`src/rtl/com_receiver.sv`:
```
`default_nettype none
// ============================================================================
// Module      : com_receiver
// Description : Receives bytes from an external interpreter on an 8-bit bus
//               qualified by an asynchronous strobe. It packs every four bytes
//               little-endian into a 32-bit word and writes the words
//               sequentially into data memory ahead of CPU start-up.
// Revision    : 1.0 - initial release
// ============================================================================
module com_receiver #(
  parameter logic [31:0] BASE_ADDR   = 32'h0000_0000,
  parameter int          NUM_WORDS   = 16,
  parameter int          SYNC_STAGES = 2
) (
  input  logic        clk,
  input  logic        reset,
  input  logic        Enable,
  input  logic        clk_in,
  input  logic [7:0]  DataIn,
  output logic        MemWrite,
  output logic [31:0] DataAddress,
  output logic [31:0] WriteData,
  output logic        Busy,
  output logic        LoadDone,
  output logic [1:0]  ByteCount
);

  localparam int c_WIDX_W = (NUM_WORDS > 1) ? $clog2(NUM_WORDS) : 1;
  localparam logic [c_WIDX_W-1:0] c_LAST_IDX = c_WIDX_W'(NUM_WORDS - 1);

  typedef enum logic [1:0] {
    S_IDLE  = 2'd0,
    S_RECV  = 2'd1,
    S_WRITE = 2'd2,
    S_DONE  = 2'd3
  } state_t;

  state_t                r_state;
  state_t                w_next;

  logic [SYNC_STAGES-1:0] r_sync;
  logic                   r_sync_prev;
  logic [SYNC_STAGES:0]   r_warm;
  logic [31:0]            r_asm;
  logic [1:0]             r_byte_idx;
  logic [c_WIDX_W-1:0]    r_word_idx;
  logic                   r_ready;
  logic [31:0]            r_addr;
  logic [31:0]            r_wdata;

  logic                   w_sync_out;
  logic                   w_rise;
  logic                   w_last_word;
  logic                   w_capture;
  logic                   w_enter_write;
  logic [31:0]            w_addr;

  // r_warm gates edge detection until r_sync_prev holds a genuine sample, so
  // a strobe already high when reset is released is never seen as a rise.
  assign w_sync_out    = r_sync[SYNC_STAGES-1];
  assign w_rise        = w_sync_out & ~r_sync_prev & r_warm[SYNC_STAGES];
  assign w_last_word   = (r_word_idx == c_LAST_IDX);
  // A rise during the write cycle becomes byte 0 of the following word.
  assign w_capture     = w_rise & Enable &
                         ((r_state == S_RECV) | ((r_state == S_WRITE) & ~w_last_word));
  assign w_enter_write = (r_state == S_RECV) & Enable & r_ready;
  assign w_addr        = BASE_ADDR + (32'(r_word_idx) << 2);

  // Synchronize the external strobe and keep the previous sample for edges.
  always_ff @(posedge clk) begin
    if (reset) begin
      r_sync      <= '0;
      r_sync_prev <= 1'b0;
      r_warm      <= '0;
    end else begin
      r_sync      <= {r_sync[SYNC_STAGES-2:0], clk_in};
      r_sync_prev <= w_sync_out;
      r_warm      <= {r_warm[SYNC_STAGES-1:0], 1'b1};
    end
  end

  // FSM state register.
  always_ff @(posedge clk) begin
    if (reset) begin
      r_state <= S_IDLE;
    end else begin
      r_state <= w_next;
    end
  end

  // Next-state decode and state-derived outputs.
  always_comb begin
    w_next   = r_state;
    MemWrite = 1'b0;
    Busy     = 1'b0;
    LoadDone = 1'b0;
    case (r_state)
      S_IDLE: begin
        if (Enable) w_next = S_RECV;
      end
      S_RECV: begin
        Busy = 1'b1;
        if (!Enable)      w_next = S_IDLE;
        else if (r_ready) w_next = S_WRITE;
      end
      S_WRITE: begin
        Busy     = 1'b1;
        MemWrite = 1'b1;
        if (!Enable)          w_next = S_IDLE;
        else if (w_last_word) w_next = S_DONE;
        else                  w_next = S_RECV;
      end
      S_DONE: begin
        LoadDone = 1'b1;
        if (!Enable) w_next = S_IDLE;
      end
      default: w_next = S_IDLE;
    endcase
  end

  // Byte assembly, word indexing and the held write address/data registers.
  always_ff @(posedge clk) begin
    if (reset) begin
      r_asm      <= '0;
      r_byte_idx <= '0;
      r_word_idx <= '0;
      r_ready    <= 1'b0;
      r_addr     <= '0;
      r_wdata    <= '0;
    end else begin
      r_ready <= 1'b0;
      if (r_state == S_IDLE) begin
        r_byte_idx <= '0;
        r_word_idx <= '0;
      end
      if (w_capture) begin
        r_asm[{r_byte_idx, 3'b000} +: 8] <= DataIn;
        r_byte_idx <= r_byte_idx + 2'd1;
        r_ready    <= (r_byte_idx == 2'd3);
      end
      if (w_enter_write) begin
        r_wdata <= r_asm;
        r_addr  <= w_addr;
      end
      if ((r_state == S_WRITE) && Enable && !w_last_word) begin
        r_word_idx <= r_word_idx + c_WIDX_W'(1);
      end
    end
  end

  assign DataAddress = r_addr;
  assign WriteData   = r_wdata;
  assign ByteCount   = r_byte_idx;

endmodule
`default_nettype wire
```
`config.mk`:
```
export PLATFORM = sky130hd
export DESIGN_NAME = com_receiver
export DESIGN_NICKNAME = d
export VERILOG_FILES = /design/src/rtl/com_receiver.sv
export SDC_FILE = /design/constraint.sdc
export NUM_CORES = 1
export LEC_CHECK = 0
export ABC_AREA = 1
export CAP_MARGIN = 10
export CORE_ASPECT_RATIO = 2
export CORE_MARGIN = 5
export CORE_UTILIZATION = 35
export DETAILED_ROUTE_END_ITERATION = 10
export DONT_BUFFER_PORTS = 1
export GPL_TIMING_DRIVEN = 1
export PLACE_DENSITY_LB_ADDON = 0.05
export RECOVER_POWER = 50
export SLEW_MARGIN = 20
export SYNTH_ARGS = -nofsm -noshare
export SYNTH_HDL_FRONTEND = slang
export SYNTH_SLANG_ARGS = --single-unit
export TNS_END_PERCENT = 10
```
`constraint.sdc`:
```
create_clock -name clk -period 5.3 [get_ports clk]
set_clock_uncertainty 0.1 [all_clocks]
set_input_delay 1.06 -clock clk [delete_from_list [all_inputs] [get_ports clk]]
set_output_delay 1.06 -clock clk [all_outputs]
set_load 0.01 [all_outputs]
```
# [After elaboration in Yosys (flattened, before gate mapping)]
# Index checks and enable logic that the tools add are counted.
[op_classes] n_addsub=3 n_eq_ne=8 n_shift=2 mux=16 bitwise_logic=11 reduce_logical=9
[op_table] op="$bwmux 32" count=1
[op_table] op="$shift 8x7->32 const A" count=1
[op_table] op="$shiftx 8x7->32" count=1
[op_table] op="$mux 2" count=8
[op_table] op="$mux 4" count=2
[op_table] op="$pmux 2 s4" count=1
[op_table] op="$and 1x1->1" count=7
[op_table] op="$neg 5->7" count=1
[op_table] op="$eq 2x2->1 const B" count=3
[op_table] op="$add 4x1->4 const B" count=1
[op_table] op="$eq 4x4->1 const B" count=1
[op_table] op="$mux 1" count=4
[op_table] op="$ne 2x2->1 const B" count=2
[op_table] op="$reduce_bool 2->1" count=2
[op_table] op="$reduce_or 2->1" count=2
[op_table] op="$ne 3x3->1 const B" count=1
[op_table] op="$not 1->1" count=3
[op_table] op="$reduce_and 3->1" count=1
[op_table] op="$add 2x1->2 const B" count=1
[op_table] op="$eq 2x1->1 const B" count=1
[op_table] op="$logic_and 1x1->1" count=2
[op_table] op="$logic_not 2->1" count=1
[op_table] op="$logic_not 1->1" count=1
[op_table] op="$or 1x1->1" count=1
[word_totals] ff_bits=83

# [Longest topological paths before layout]
[depth] depth_word=7 depth_mapped=9 depth_no_buf=9

# [Worst setup path after synthesis]
# Ideal clock, no wire load.
[synth_path] path_type="input to register" from="input port Enable" to="register r_asm[0]" t_arrival_ns=1.808 required_ns=5.087 setup_slack_ns=3.279 path_stages=6 cell_sequence="nand2_1 nor3_4 nand3_2 buf_2 nor2_1 nor2_1"
[synth_between] elab_chain_len=2
[synth_rtl] item="from (decl)" line="17" text="input logic Enable,"
[synth_rtl] item="$and 1x1->1 (2 in series)" line="64" text="assign w_capture = w_rise & Enable &"
[synth_rtl] item="to (signal, indexed assignment)" line="137" text="r_asm[{r_byte_idx, 3'b000} +: 8] <= DataIn;"
[synth_rtl] item="to (decl)" line="44" text="logic [31:0] r_asm;"
# No other way between the ends.
# A chain may end at the register's enable or synchronous reset.

# [Final worst setup path]
[layout_path] from="register r_word_idx[0]" to="register r_asm[18]"
[layout_between] elab_chain_len=5
[layout_rtl] item="from (decl)" line="46" text="logic [c_WIDX_W-1:0] r_word_idx;"
[layout_rtl] item="from (signal assigned)" line="146" text="r_word_idx <= r_word_idx + c_WIDX_W'(1);"
[layout_rtl] item="$eq 4x4->1" line="62" text="assign w_last_word = (r_word_idx == c_LAST_IDX);"
[layout_rtl] item="$not 1->1" line="65" text="((r_state == S_RECV) | ((r_state == S_WRITE) & ~w_last_word));"
[layout_rtl] item="$and 1x1->1" line="65"
[layout_rtl] item="$or 1x1->1" line="65"
[layout_rtl] item="$and 1x1->1" line="64"
# No other way between the ends.

==> results summary <==
The cell sitting at the root of the clock tree is a sky130_fd_sc_hd__clkbuf_16. The total wire length came out at 8850 microns. The slew at the pin closest to its max-slew limit came out at 1030 ps. The effective utilization at floorplan came out at 0.357. The number of instances in the synthesized netlist is 570.

The simple-gate area share of the yosys netlist is 0.235. The final sum of negative setup slack is 0 ps. The starting DRC count in detailed routing came out at 149. The initial antenna violation count came out at 0. Setup repair after global routing left no endpoint under its margin. The DRC violation count after routing is 0. The ratio of routed vias to standard cells came out at 4.40. The worst register-to-register path begins at r_word_idx[0]$_SDFFE_PP0P_.

The area growth from synthesis to layout is 7.10%. The total overflow left after global routing is 0. The setup slack on the worst flop-to-flop path is 2590 ps.

The average routed wire per standard cell came out at 12.6 microns. The clock network latency to the later pin of the worst-skew pair came out at 330 ps. The utilization after layout is 0.383.

The number of setup violations in the final report came out at 0. The worst setup path is launched from a flop. The site row count came out at 54. The final instance area is 0.00419 sq mm.

The count of nets left with antenna violations once routing finished came out at 0. The internal power is 0.000972 W. The half-perimeter wire length of the detailed placement result is 6350 microns. The net switching share of the total power is 0.237. The complex-gate fraction of the synthesized area is 0.108.

The post-synthesis cell type count came out at 20. The synthesis-stage register bit count is 83. The count of clock tree sinks is 83.

The clock tree buffer depth is 2. The worst setup path is captured at a flop. The number of top-level pins is 81. The cell area after synthesis is 0.00391 sq mm.

The period utilization came out at 0.511. The post-cts sizing count is 0. The headroom to the max-slew limit is 0.315. The leakage power came out at 1.88 nW.

The arrival time of data at the critical path endpoint is 2830 ps. The global-route wire length before repair came out at 14,600 microns. In this run the horizontal extent of the chip is 84.7 microns. The number of vias after detailed routing is 3,095. The worst setup path is of the flop to flop kind. Of the total synthesized cell area, the portion taken by XOR and XNOR cells is 0.00224.

The die covers 0.0135 sq mm. The portion of synthesized area spent on multiplexers is 0. Of the total power, registers draw 0.494. The via count of the first global-routing pass is 2,961. The number of slew-limit violations in the final report was 0. The number of hold-slack violations in the final timing report is 0. The antenna diode count is 0. Entering global routing, the biggest net connects 73 pins. The share of cells above drive strength 1 came out at 0.0390. The H-tree was split into 3 levels. The synthesis warning total is 0. By area, the combinational part of the netlist is dominated by simple AND/OR/NAND/NOR gates. The first TritonRoute pass finished after 4 iterations. The flow ran to the end, and the final reports show no timing, DRC or antenna violations.

After clock tree synthesis, the setup repair step added 0 buffers. The maximum clock frequency is 369 MHz. The post-synthesis adder-cell area fraction is 0.0352. The CTS tree is done.

In this run the power density over the cells is 304 mW/mm^2. In this run, CTS created clock tree buffers numbering 9. Tracing the worst setup path back leads to its startpoint at r_word_idx[0]$_SDFFE_PP0P_. The total net switching power came out at 0.000302 W. The largest vdd supply drop came out at 0.183 mV. The routability congestion estimate from global placement is 0.827. The worst hold path class is flop to flop. The net count of the finished layout is 582. The overall global routing resource usage is 0.135. The launch point of the worst hold path is r_warm[0]$_DFF_P_. The number of hold buffers added after cts came out at 0. Across the run, the number of max-cap violations was 0. The total core area is 0.0109 sq mm. The total of buffers placed on input and output ports came out at 0. The number of filler cells placed in the layout is 1,220. The clock transition at the registers of the reported paths came out at 60 ps. Of all nets on the critical path, the largest fanout is 26.

The placed standard-cell area is 0.00391 sq mm. The portion of total power attributed to combinational logic is 0.050. Of the synthesized area, sequential elements account for 0.425. The clock network fraction of total power came out at 0.456. The synthesized area divided by synthesized cell count is 6.86 sq um. The height of the die came out at 159 microns. The required time at the worst-slack endpoint is 5420 ps.

The final critical-path required period came out at 2710 ps.
## Yosys cell counts (all sizes together)
master  instances  area share
buf            34       0.061
inv           120        0.12
xnor2           1      0.0022
a21oi          43       0.055
dfxtp          83        0.42
conb            1     0.00096
nand2         102       0.098
and3            1      0.0016
nand3          18       0.024
ha             11       0.035
nor3            3      0.0067
o21ai          41       0.052
nor3b           1      0.0019
nor2           70       0.067
clkbuf         19       0.018
nand4          22       0.035
## layout by cell type (no fill, tap or decap), drive strengths merged
cell type / instances
inv: 121
and3: 1
nor3: 3
xnor2: 1
nor3b: 1
clkinvlp: 1
nand2: 102
nand3: 18
o21ai: 41
clkbuf: 11
ha: 11
a21oi: 43
nor2: 70
nand4: 22
conb: 28
clkinv: 4
dfxtp: 83
buf: 3
## critical path, stage by stage, from the launching register on
cell and delay (ps):
sky130_fd_sc_hd__dfxtp_1 340, sky130_fd_sc_hd__ha_1 240, sky130_fd_sc_hd__nand3_1 130, sky130_fd_sc_hd__nand2_1 60, sky130_fd_sc_hd__nand2_1 80, sky130_fd_sc_hd__clkbuf_1 770, sky130_fd_sc_hd__nand3_1 570, sky130_fd_sc_hd__nor2_1 230
sky130_fd_sc_hd__nor2_1 70
## metrics by stage
stage               total power [W]  setup WS (ps)  hold WS, ps  std cells
global placement           0.000708           2560          291        688
global route                0.00133           2240          323        704
detailed placement         0.000709           2510          294        688
finish                      0.00127           2590          302        704
floorplan                  0.000711           3280          288        597
CTS                         0.00130           2600          304        704
## logic make-up after synthesis
logic type | Yosys count
AO/OA/AOI/OAI | 84
XOR/XNOR | 1
flip-flops | 83
AND/OR/NAND/NOR | 217
other | 1
adder cells (fa/ha/maj) | 11
buffers and inverters | 173
## layer usage
layer	part of all wire	GRT usage
met5	0	0
met4	0.021	0.0562
met3	0.067	0.0492
met2	0.51	0.228
met1	0.41	0.152
## sequential cells by signal, summed over array words and instances (netlist names)
name and flops:
ByteCount 2, r_sync 2, WriteData 32, r_ready 1, DataAddress 4, r_word_idx 4
r_sync_prev 1, r_asm 32, r_warm 3, r_state 2
## final timing paths
kind                                          endpoint  cells past startpoint
worst min register to register    r_warm[1]$_SDFF_PP0_                      2
worst min-delay path              r_warm[1]$_SDFF_PP0_                      2
worst max register to register  r_asm[18]$_SDFFE_PP0P_                      8
worst max-delay path            r_asm[18]$_SDFFE_PP0P_                      8
## layout make-up
| type | count | area [sq um] | area share |
|---|---|---|---|
| Sequential cell | 83 | 1660 | 0.397 |
| Multi-Input combinational cell | 341 | 1600 | 0.381 |
| Inverter | 120 | 450 | 0.108 |
| Clock buffer | 10 | 239 | 0.0571 |
| Tap cell | 140 | 175 | 0.0418 |
| Clock inverter | 6 | 40.0 | 0.00956 |
| Timing Repair Buffer | 4 | 26.3 | 0.00627 |
## power by group through the flow
stage / sequential, W / combinational, W / clock (W)
6_report: 0.000630 / 0.0000635 / 0.000581
5_1_grt: 0.000630 / 0.0000738 / 0.000631
4_1_cts: 0.000630 / 0.0000650 / 0.000604
3_5_place_dp: 0.000644 / 0.0000647 / 0
3_3_place_gp: 0.000644 / 0.0000642 / 0
2_1_floorplan: 0.000643 / 0.0000676 / 0
Note: power is estimated with default switching activity, not from simulation.
